$ cat src/rtl/data_sync_pkg.sv
// Shared defaults and legal-range limits for the data_sync_ctrl CDC capture block.
package data_sync_pkg;

  localparam int unsigned DEF_BUS_WIDTH   = 8;
  localparam int unsigned DEF_NUM_STAGES  = 2;
  localparam int unsigned DEF_TOGGLE_MODE = 0;
  localparam int unsigned DEF_CNT_WIDTH   = 8;

  localparam int unsigned MIN_NUM_STAGES  = 2;
  localparam int unsigned MAX_NUM_STAGES  = 8;

endpackage : data_sync_pkg

$ cat src/rtl/sync_stage_chain.sv
// Multi-flop synchroniser for a single asynchronous control bit.
module sync_stage_chain
  import data_sync_pkg::*;
#(
  parameter int unsigned NUM_STAGES = DEF_NUM_STAGES
) (
  input  logic CLK,
  input  logic RST,
  input  logic din,
  output logic dout
);

  logic [NUM_STAGES-1:0] stages;

  // Plain shift chain; bit 0 is the metastability-exposed flop.
  always_ff @(posedge CLK or negedge RST) begin
    if (!RST) begin
      stages <= '0;
    end else begin
      stages <= {stages[NUM_STAGES-2:0], din};
    end
  end

  assign dout = stages[NUM_STAGES-1];

endmodule : sync_stage_chain

$ cat src/rtl/data_sync_ctrl.sv
// Captures a source-domain data bus into CLK domain, qualified by a synchronised
// BUS_ENABLE edge; the data itself is only ever sampled by the gated capture register.
module data_sync_ctrl
  import data_sync_pkg::*;
#(
  parameter int unsigned BUS_WIDTH   = DEF_BUS_WIDTH,
  parameter int unsigned NUM_STAGES  = DEF_NUM_STAGES,
  parameter int unsigned TOGGLE_MODE = DEF_TOGGLE_MODE,
  parameter int unsigned CNT_WIDTH   = DEF_CNT_WIDTH
) (
  input  logic                 CLK,
  input  logic                 RST,
  input  logic [BUS_WIDTH-1:0] UNSYNC_BUS,
  input  logic                 BUS_ENABLE,
  output logic [BUS_WIDTH-1:0] SYNC_BUS,
  output logic                 ENABLE_PULSE,
  output logic [CNT_WIDTH-1:0] EVT_CNT
);

  if ((NUM_STAGES < MIN_NUM_STAGES) || (NUM_STAGES > MAX_NUM_STAGES)) begin : g_bad_stages
    $error("data_sync_ctrl: NUM_STAGES=%0d outside legal range %0d..%0d",
           NUM_STAGES, MIN_NUM_STAGES, MAX_NUM_STAGES);
  end

  localparam bit ANY_EDGE = (TOGGLE_MODE != 0);

  logic en_sync;
  logic en_prev;
  logic evt_c;

  sync_stage_chain #(
    .NUM_STAGES (NUM_STAGES)
  ) u_sync_stage_chain (
    .CLK  (CLK),
    .RST  (RST),
    .din  (BUS_ENABLE),
    .dout (en_sync)
  );

  // en_prev resets to 0, so a level already high at release reads as a fresh edge.
  assign evt_c = ANY_EDGE ? (en_sync ^ en_prev) : (en_sync & ~en_prev);

  // Capture register recirculates unless an event is present.
  always_ff @(posedge CLK or negedge RST) begin
    if (!RST) begin
      en_prev      <= 1'b0;
      SYNC_BUS     <= '0;
      ENABLE_PULSE <= 1'b0;
      EVT_CNT      <= '0;
    end else begin
      en_prev      <= en_sync;
      ENABLE_PULSE <= evt_c;
      if (evt_c) begin
        SYNC_BUS <= UNSYNC_BUS;
        EVT_CNT  <= EVT_CNT + CNT_WIDTH'(1);
      end
    end
  end

endmodule : data_sync_ctrl
$ cat config.mk
export PLATFORM = sky130hd
export DESIGN_NAME = data_sync_ctrl
export DESIGN_NICKNAME = d
export VERILOG_FILES = /design/src/rtl/data_sync_pkg.sv /design/src/rtl/sync_stage_chain.sv /design/src/rtl/data_sync_ctrl.sv
export SDC_FILE = /design/constraint.sdc
export NUM_CORES = 1
export LEC_CHECK = 0
export CORE_ASPECT_RATIO = 0.9
export CORE_MARGIN = 4
export CORE_UTILIZATION = 40
export CTS_BUF_LIST = sky130_fd_sc_hd__clkbuf_8
export DETAILED_ROUTE_END_ITERATION = 6
export PLACE_DENSITY = 0.78
export SYNTH_ARGS = -nofsm -noshare
export SYNTH_HDL_FRONTEND = slang
export SYNTH_SLANG_ARGS = --single-unit
$ cat constraint.sdc
create_clock -name CLK -period 1.1 [get_ports CLK]
set_clock_uncertainty 0.05 [all_clocks]
set_input_delay 0.22 -clock CLK [delete_from_list [all_inputs] [get_ports CLK]]
set_output_delay 0.22 -clock CLK [all_outputs]
set_load 0.01 [all_outputs]
==> impl_results.html <==
<table>
<tr><th>Metric</th><th>Value</th></tr>
<tr><th colspan="2">Final layout</th></tr>
<tr><td>Commonest non-fill, non-tap cell in the layout</td><td>sky130_fd_sc_hd__buf_4</td></tr>
<tr><td>Most used cells in the layout excluding fill and tap cells</td><td>sky130_fd_sc_hd__buf_4 (20), sky130_fd_sc_hd__dfrtp_1 (19), sky130_fd_sc_hd__buf_2 (16)</td></tr>
<tr><td>Number of diodes added for antenna fixing</td><td>0</td></tr>
<tr><td>Layout overhead on the synthesized area</td><td>67.5%</td></tr>
<tr><td>Fraction of layout cells with a size suffix above 1</td><td>0.576</td></tr>
<tr><td>Final nets</td><td>112</td></tr>
<tr><td>Utilization after layout</td><td>0.729</td></tr>
<tr><th colspan="2">Detailed routing</th></tr>
<tr><td>Vias after detailed routing</td><td>557</td></tr>
<tr><td>Total iterations of the first detailed-routing run</td><td>2</td></tr>
<tr><td>Via density per instance</td><td>between 4 and 5</td></tr>
<tr><td>Routed length per instance</td><td>about 13 um</td></tr>
<tr><td>Remaining antenna violation count</td><td>0</td></tr>
<tr><td>Number of violations reported at the end of detailed-routing iteration 0</td><td>2</td></tr>
<tr><td># DRC</td><td>0</td></tr>
<tr><td>Sum of routed wire length over all layers</td><td>1610 um</td></tr>
<tr><th colspan="2">Die</th></tr>
<tr><td>Number of cell rows</td><td>14</td></tr>
<tr><td>Effective utilization at floorplan</td><td>0.435</td></tr>
<tr><td>Chip Height</td><td>49.2 um</td></tr>
<tr><td>Core region area</td><td>1730 um2</td></tr>
<tr><td>Die Footprint</td><td>approximately 2600 um2</td></tr>
<tr><td>Chip width</td><td>53.8 um</td></tr>
<tr><td>Top Ports</td><td>28</td></tr>
<tr><th colspan="2">Logic synthesis</th></tr>
<tr><td>Sequential cell area fraction in the yosys report</td><td>0.663</td></tr>
<tr><td>Complex-gate fraction of the synthesized area</td><td>0</td></tr>
<tr><td>Library cells used by synthesis</td><td>11</td></tr>
<tr><td>Number of nets in the synthesized netlist</td><td>59</td></tr>
<tr><td>Count of synthesis-stage warnings from yosys</td><td>0</td></tr>
<tr><td>Post-Synth Adder-Cell Area</td><td>0.0166</td></tr>
<tr><td>Multiplexer share of the synthesized area</td><td>0.134</td></tr>
<tr><td>Number of storage elements in the synthesis netlist</td><td>20</td></tr>
<tr><td>Dominant combinational cell family by area after synthesis</td><td>multiplexers</td></tr>
<tr><td>Xor/xnor cell area share of the yosys netlist</td><td>0.0813</td></tr>
<tr><td>Leading area contributor after synthesis</td><td>sky130_fd_sc_hd__dfrtp_1</td></tr>
<tr><td>Simple-gate area share of the yosys netlist</td><td>0.0846</td></tr>
<tr><td>Average footprint of a synthesized cell</td><td>16.1 um2</td></tr>
<tr><td>Syn Inst Count</td><td>47</td></tr>
<tr><td>Share of the synthesized area in the top cell type</td><td>0.663</td></tr>
<tr><td>Cells taking the most area after synthesis</td><td>sky130_fd_sc_hd__dfrtp_1 (66%), sky130_fd_sc_hd__mux2_2 (13%), sky130_fd_sc_hd__xnor2_1 (7.0%), sky130_fd_sc_hd__nand4_1 (3.3%), sky130_fd_sc_hd__buf_8 (2.0%)</td></tr>
<tr><td>Post-synthesis instance area</td><td>754 um2</td></tr>
<tr><th colspan="2">STA</th></tr>
<tr><td>Final Cycle Share</td><td>1.10</td></tr>
<tr><td>Max-slew violations</td><td>0</td></tr>
<tr><td>Transition at the pin with the smallest max-transition slack</td><td>0.147 ns</td></tr>
<tr><td>Unrepaired setup endpoints after global routing</td><td>true</td></tr>
<tr><td>Fin. Hold Viols</td><td>0</td></tr>
<tr><td>Maximum clock frequency</td><td>828 MHz</td></tr>
<tr><td>Min cycle time layout</td><td>1.21 ns</td></tr>
<tr><td>Worst relative slew slack</td><td>0.902</td></tr>
<tr><td>Final number of setup-violating endpoints</td><td>15</td></tr>
<tr><td>Final setup margin</td><td>-0.108 ns</td></tr>
<tr><td>Final hold slack</td><td>0.222 ns</td></tr>
<tr><th colspan="2">Setup path</th></tr>
<tr><td>Critical Path AT</td><td>1.31 ns</td></tr>
<tr><td>Crit path launch type</td><td>flip-flop</td></tr>
<tr><td>Worst Reg-to-Reg Cells</td><td>3</td></tr>
<tr><td>R2R Setup Slk</td><td>-0.11 ns</td></tr>
<tr><td>Maximum fanout count along the critical path</td><td>4</td></tr>
<tr><td>Critical R2R Launch</td><td>en_prev</td></tr>
<tr><td>Critical path endpoint category</td><td>flip-flop</td></tr>
<tr><td>Terminus of the critical flop-to-flop path</td><td>EVT_CNT[1]</td></tr>
<tr><td>Worst setup path startpoint</td><td>en_prev</td></tr>
<tr><td>Critical path class</td><td>reg -&gt; reg</td></tr>
<tr><td>Required time of the critical path</td><td>approximately 1.2 ns</td></tr>
<tr><th colspan="2">GRT</th></tr>
<tr><td>Overflow left after global routing</td><td>0</td></tr>
<tr><td>Maximum number of pins on one net before global-route repair</td><td>13</td></tr>
<tr><td>GRT Total Usage</td><td>0.140</td></tr>
<tr><td>Wire length of the first global-routing pass</td><td>between 2000 and 3000 um</td></tr>
<tr><td>Via count of the first global-routing pass</td><td>633</td></tr>
<tr><td>Number of antenna violations at the first check in global routing</td><td>0</td></tr>
<tr><th colspan="2">Power</th></tr>
<tr><td>Ratio of total power to cell area</td><td>2130 nW/um2</td></tr>
<tr><td>Leakage</td><td>0.000625 uW</td></tr>
<tr><td>Worst-case vdd ir drop</td><td>1.38 mV</td></tr>
<tr><td>Power after layout</td><td>around 2700 uW</td></tr>
<tr><th colspan="2">Run</th></tr>
<tr><td>Max capacitance violation total</td><td>0</td></tr>
<tr><th colspan="2">Status</th></tr>
<tr><td>Result of the run</td><td>complete, but fails checks</td></tr>
<tr><td>Violations in the final reports</td><td>setup timing</td></tr>
<tr><th colspan="2">Place</th></tr>
<tr><td>Half-perimeter wire length of the detailed placement result</td><td>1180 um</td></tr>
<tr><td>Placement Setup Slack</td><td>-0.143 ns</td></tr>
<tr><td>Final weighted congestion in routability-driven placement</td><td>0.718</td></tr>
<tr><td>Port Buffers</td><td>27</td></tr>
<tr><th colspan="2">Clock network</th></tr>
<tr><td>Worst skew pair latency</td><td>~0.26 ns</td></tr>
<tr><td>Number of sinks driven by the clock tree</td><td>20</td></tr>
<tr><td>Clock tree from TritonCTS</td><td>yes</td></tr>
<tr><td>Number of buffers added by the clock tree synthesis step</td><td>3</td></tr>
<tr><td>CTS max path bufs</td><td>2</td></tr>
<tr><td>Clock-pin slew reported for the worst setup and hold paths after clock tree synthesis</td><td>about 0.070 ns</td></tr>
<tr><td>Depth of the CTS H-tree</td><td>1</td></tr>
<tr><td>Root Buffer</td><td>sky130_fd_sc_hd__clkbuf_8</td></tr>
<tr><th colspan="2">Hold path</th></tr>
<tr><td>Type of the worst min-delay path</td><td>in -&gt; async</td></tr>
</table>
-- routing by layer --
layer  track usage  share of wire  routed length (um)  vias to the layer above
li1              -              -                   -                      265
met1         0.147           0.39                 622                      268
met2         0.244           0.51                 827                       22
met3        0.0734          0.092                 148                        2
met4        0.0255         0.0050                   8                        0
met5             0              0                   0                        -
-- cell type report --
class | instances | area [um2]
fill | 120 | 470
tap | 24 | 30.0
clock buffer | 3 | 41.3
multi-input combinational | 26 | 288
sequential | 20 | 502
clock inverter | 1 | 30.0
timing repair buffer | 49 | 373
-- worst max-delay path, cell delays in order, from the launching register on --
cell and delay, ns:
sky130_fd_sc_hd__dfrtp_1 0.41, sky130_fd_sc_hd__nor2b_4 0.18, sky130_fd_sc_hd__buf_4 0.16, sky130_fd_sc_hd__mux2_4 0.30
-- per-stage QoR --
| step | TNS, ns | cell area (um2) | cells |
|---|---|---|---|
| finish | -1.01 | 1260 | 123 |
| global route | -1.79 | 1260 | 123 |
| CTS | -1.03 | 1250 | 121 |
| detailed placement | -1.74 | 1170 | 110 |
| global placement | -1.39 | 1170 | 110 |
| floorplan | -0.382 | 778 | 47 |
-- timing repair --
item / in CTS / in global routing
setup buffers: 8 / 2
setup endpoints to repair: 31 / 21
gates resized for setup: 74 / 1
pin swaps: 6 / 2
endpoints found under the hold margin: 0 / 0
hold buffers: 0 / 0
-- registers in the layout, summed over array words and instances, names as in the netlist --
name and count:
EVT_CNT 8, SYNC_BUS 8, u_sync_stage_chain.stages 2, ENABLE_PULSE 1, en_prev 1
-- synth_stat cells, drive strengths merged --
master / count
dfrtp: 20
mux2: 9
xnor2: 6
nand4: 4
nand2: 2
and3: 1
and4b: 1
buf: 1
ha: 1
nor2b: 1
xor2: 1
-- report_power, final --
part | internal [uW] | total, uW | switching [uW]
logic | 592 | 959 | 367
registers | 891 | 999 | 108
clock network | 486 | 729 | 243
-- worst max-delay path by stage --
stage	end	depth (start not counted)	slack, ns
CTS	EVT_CNT[1]	3	-0.11
floorplan	EVT_CNT[1]	3	-0.06
global route	EVT_CNT[3]	4	-0.15
finish	EVT_CNT[1]	3	-0.11
global placement	EVT_CNT[1]	1	-0.09
detailed placement	EVT_CNT[1]	1	-0.14
-- kinds of logic after synthesis --
kind of cell  Yosys count
simple gates            9
fa+ha+maj               1
flops                  20
xor+xnor                7
buf+inv                 1
mux                     9
Note: power is estimated with default switching activity, not from simulation.
